==> src/rtl/axis_fifo_slice.sv <==
// AXI-stream FIFO slice: DEPTH entries at one beat per cycle. Every output, including
// the head data, tlast, level and flags, is driven straight from a flop.
module axis_fifo_slice #(
  parameter int DATA_W   = 32,
  parameter int DEPTH    = 4,
  parameter int AFULL_TH = 3
) (
  input  logic                     clk,
  input  logic                     rst_n,
  input  logic [DATA_W-1:0]        s_axis_tdata,
  input  logic                     s_axis_tlast,
  input  logic                     s_axis_tvalid,
  output logic                     s_axis_tready,
  output logic [DATA_W-1:0]        m_axis_tdata,
  output logic                     m_axis_tlast,
  output logic                     m_axis_tvalid,
  input  logic                     m_axis_tready,
  output logic [$clog2(DEPTH):0]   level,
  output logic                     almost_full
);

  localparam int PTR_W = $clog2(DEPTH);
  localparam int LVL_W = $clog2(DEPTH) + 1;

  logic [DATA_W:0] mem_q [DEPTH];
  logic [DATA_W:0] wdata;
  logic [DATA_W:0] head_d, head_q;

  logic [PTR_W-1:0] wr_ptr_d, wr_ptr_q;
  logic [PTR_W-1:0] rd_ptr_d, rd_ptr_q;
  logic [LVL_W-1:0] level_d, level_q;
  logic             s_ready_d, s_ready_q;
  logic             m_valid_d, m_valid_q;
  logic             afull_d, afull_q;
  logic             push, pop;

  always_comb begin
    wdata     = {s_axis_tlast, s_axis_tdata};
    push      = s_axis_tvalid & s_ready_q;
    pop       = m_valid_q & m_axis_tready;
    wr_ptr_d  = wr_ptr_q + PTR_W'(push);
    rd_ptr_d  = rd_ptr_q + PTR_W'(pop);
    level_d   = level_q + LVL_W'(push) - LVL_W'(pop);
    s_ready_d = (level_d != LVL_W'(DEPTH));
    m_valid_d = (level_d != '0);
    afull_d   = (level_d >= LVL_W'(AFULL_TH));
    // A push into the slot that becomes the head (FIFO draining to empty) must bypass
    // the array, since the write lands on the same edge as the head register update.
    if (push && (wr_ptr_q == rd_ptr_d)) begin
      head_d = wdata;
    end else begin
      head_d = mem_q[rd_ptr_d];
    end
  end

  always_ff @(posedge clk) begin
    if (!rst_n) begin
      wr_ptr_q  <= '0;
      rd_ptr_q  <= '0;
      level_q   <= '0;
      s_ready_q <= 1'b1;
      m_valid_q <= 1'b0;
      afull_q   <= 1'b0;
    end else begin
      wr_ptr_q  <= wr_ptr_d;
      rd_ptr_q  <= rd_ptr_d;
      level_q   <= level_d;
      s_ready_q <= s_ready_d;
      m_valid_q <= m_valid_d;
      afull_q   <= afull_d;
    end
  end

  // Storage and head register carry no reset; they are ignored while m_axis_tvalid is low.
  always_ff @(posedge clk) begin
    if (push) begin
      mem_q[wr_ptr_q] <= wdata;
    end
    head_q <= head_d;
  end

  assign s_axis_tready = s_ready_q;
  assign m_axis_tvalid = m_valid_q;
  assign m_axis_tdata  = head_q[DATA_W-1:0];
  assign m_axis_tlast  = head_q[DATA_W];
  assign level         = level_q;
  assign almost_full   = afull_q;

endmodule

==> config.mk <==
export PLATFORM = sky130hd
export DESIGN_NAME = axis_fifo_slice
export DESIGN_NICKNAME = d
export VERILOG_FILES = /design/src/rtl/axis_fifo_slice.sv
export SDC_FILE = /design/constraint.sdc
export NUM_CORES = 1
export LEC_CHECK = 0
export CORE_ASPECT_RATIO = 1.75
export CORE_UTILIZATION = 53
export DETAILED_ROUTE_END_ITERATION = 12
export PLACE_DENSITY = 0.76
export REMOVE_ABC_BUFFERS = 1
export SLEW_MARGIN = 20
export SYNTH_ARGS = -nofsm -noshare
export SYNTH_HDL_FRONTEND = slang
export SYNTH_SLANG_ARGS = --single-unit
==> constraint.sdc <==
create_clock -name clk -period 5.8 [get_ports clk]
set_input_delay 1.74 -clock clk [delete_from_list [all_inputs] [get_ports clk]]
set_output_delay 1.74 -clock clk [all_outputs]
set_load 0.02 [all_outputs]
==> impl_results.md <==
* Status: completed
* R2R depth at 6
* Slew @ Worst Pin at 0.8599 ns
* Hold/Removal Path Class: register to register
* Fin Setup TNS at 0 ns
* Synth area leader: edfxtp_1
* CP endpoint kind: primary output
* Io pins at 76
* Slew Limit Headroom at 0.4268
* RSZ-0062 raised after global routing: false
* Area share of the largest cell type after synthesis at 0.7583
* Mapped Area at 5228 um2
* # Max-Cap Violations at 0
* Clock sink count at 144
* CP required at 4.06 ns
* Final Hold Viols at 0
* Post-synth ARST share at 0
* Fillers at 593
* Proportion of layout cells with a drive suffix above 1 at 0.2198
* Number of global-route vias before repair at 2770
* First-pass GRT wire length at 15010 um
* Max Fclk at 0.2231 GHz
* Area grow syn2layout at 27.98%
* Reg2Reg Capture Point: s_axis_tready$_SDFF_PN1_
* Fin Clk Skew at 0.003804 ns
* Ys Warns at 0
* Critical path class: register to primary output
* Int Pwr at 0.002417 W
* Largest cells by area after synthesis: edfxtp_1 (76%), mux4_2 (14%), dfxtp_1 (4.6%), buf_6 (0.86%), xnor2_1 (0.84%)
* CP Cell Sequence: buf_4 > mux4_2 > clkdlybuf4s50_1
* Final nets at 350
* Hold path depth at 1
* Critical path peak fanout at 21
* Fin cells at 445
* Max stage delay on crit path at 0.82 ns
* Final setup vio count at 0
* Worst path slowest cell: dfxtp_2
* Yosys reg bits at 144
* DIE AREA at 10280 um2
* Main synth FF type: edfxtp_1
* Most frequent cell after synthesis: edfxtp_1
* Post-DRT Antenna Nets at 0
* CTS root buf: clkbuf_16
* Post-synth EDFFs at 132
* Final instance area at 6690 um2
* Dpl cells at 413
* Pwr/cell area at 496.4 nW/um2
* Largest net degree at the start of global routing at 34
* Slew Viols, Final at 0
* DP Area at 6131 um2
* Vias/cell at 5.582
* Reg-to-reg slack, setup at 3.72 ns
* Sw power at 0.0009040 W
* Setup bufs post-CTS at 0
* H-tree depth at 4
* Fin crit share at 0.7727
* Switching Share at 0.2722
* Clock Power Share at 0.301
* Worst-Skew Late Latency at 0.41 ns
* Seq pwr share at 0.428
* Cell count after synthesis at 218
* CP Launch Type: register
* Min Hold Slack at 0.4415 ns
* Clock Path Buffers at 2
* Gr usage total at 0.2117
* Commonest cells in the netlist: edfxtp_1 (132), mux4_2 (33), dfxtp_1 (12)
* Initial Utilization at 0.5487
* Die Y at 133.4 um
* GPL Wtd Cong at 0.6931
* Die W at 77.08 um
* Avg Cell Area, Syn at 23.98 um2
* CTS buffer count at 17
* Hold wc startpoint: rd_ptr_q[1]$_SDFF_PN0_
* Total congestion overflow at 0
* Post-cts resize count at 0
* TritonRoute pass-1 iters at 4
* Lkg Pwr at 2.194 nW
* Core Footprint at 9527 um2
* Sequential-to-total area share from yosys stat at 0.8042
* Clk slew on worst S/H paths at 0.05 ns
* TritonCTS clock tree: done
* Via count at 2484
* Worst Path Arrival at 2.74 ns
* Wire per inst at 22.01 um
* # hold bufs at CTS at 0
* Yosys cell types at 19
* Fin crit period at 4.482 ns
* Number of diodes at 0
* VDD IR max at 0.3192 mV
* DR iter-0 viols at 162
* Combinational fraction of design power at 0.271
* DRC viols at 0
* Row count at 47
* Critical R2R Launch: s_axis_tready$_SDFF_PN1_
* Total Wirelength at 9795 um
* Antenna violations before repair at 0
* Buffers on Ports at 75
* Final core utilization at 0.7023
-- registers in the layout (all words and copies together) (netlist names), named ones only --
signal,count
almost_full,1
level,3
m_axis_tvalid,1
mem_q,132
rd_ptr_q,2
s_axis_tready,1
wr_ptr_q,2
-- area by class of cell --
class | instances | area (um2) | share of cell area
flip-flops and latches | 144 | 4207 | 0.6288
clock inverters | 4 | 20.02 | 0.002992
inverters | 3 | 11.26 | 0.001683
repair buffers | 81 | 795.8 | 0.1189
clock buffers | 28 | 539.3 | 0.08061
well taps | 122 | 152.6 | 0.02282
multi-input cells | 63 | 964.7 | 0.1442
-- placed cells by master (no fill, tap or decap) --
cell             Yosys  layout
edfxtp_1           132     132
clkdlybuf4s50_1      0      75
mux4_2              33      33
clkbuf_16            0      19
dfxtp_1             12      10
clkbuf_1             1       6
buf_4                0       6
xnor2_1              5       5
and2_1               5       5
nand2_1              4       4
clkinv_2             0       4
inv_1                3       3
nand3_1              3       3
nor2_1               3       3
clkbuf_8             0       3
nor3b_2              0       2
a21oi_1              2       2
ha_1                 2       2
dfxtp_2              0       2
and3_2               0       1
nor3_2               0       1
or4_1                1       1
fa_1                 1       1
-- power groups by stage --
| stage | registers, W | clock network, W | logic [W] |
|---|---|---|---|
| 2_1_floorplan | 0.00145 | 0 | 0.000487 |
| 3_3_place_gp | 0.00143 | 0 | 0.000892 |
| 3_5_place_dp | 0.00144 | 0 | 0.000904 |
| 4_1_cts | 0.00143 | 0.00101 | 0.000912 |
| 5_1_grt | 0.00145 | 0.00105 | 0.000951 |
| 6_report | 0.00142 | 0.000998 | 0.000901 |
-- worst max-delay path by stage --
stage                            endpoint  slack, ns  cells past startpoint          start
floorplan           mem_q[1][0]$_DFFE_PP_       0.98                      2  s_axis_tvalid
global placement             m_axis_tlast       1.70                      3       register
detailed placement       m_axis_tdata[19]       1.66                      3       register
CTS                      m_axis_tdata[18]       1.21                      3       register
global route             m_axis_tdata[18]       1.09                      3       register
finish                   m_axis_tdata[18]       1.32                      3       register
-- cell families (layout without fill, tap and decap cells) --
family / after synthesis / after routing / share of synthesized area
flip-flops: 144 / 144 / 0.8042
AO/OA/AOI/OAI: 2 / 2 / 0.001915
AND/OR/NAND/NOR: 20 / 20 / 0.02034
adder cells (fa/ha/maj): 3 / 3 / 0.008616
multiplexers: 33 / 33 / 0.1422
XOR/XNOR: 5 / 5 / 0.008377
buffers and inverters: 11 / 116 / 0.01436
-- per-stage QoR --
step / total power (W) / setup WS, ns
after floorplan: 0.001941 / 0.9811
after global placement: 0.002325 / 1.705
after detailed placement: 0.002345 / 1.660
after CTS: 0.003354 / 1.213
after global routing: 0.003451 / 1.093
final: 0.003321 / 1.318
-- worst max-delay path: cells and delay by family, from the launching register on --
| kind | cells | cell delay, ns |
|---|---|---|
| mux | 1 | 0.56 |
| buf+inv | 2 | 0.95 |
| flops | 1 | 0.82 |
-- per-layer routing --
metal / share of wire / global-route usage / wire (um) / vias up
li1: - / - / - / 1091
met1: 0.37 / 0.2292 / 3581 / 1278
met2: 0.56 / 0.3710 / 5489 / 95
met3: 0.049 / 0.06438 / 483 / 20
met4: 0.025 / 0.1080 / 241 / 0
met5: 0 / 0 / 0 / -
No activity file was read; power rests on OpenSTA's default activity.
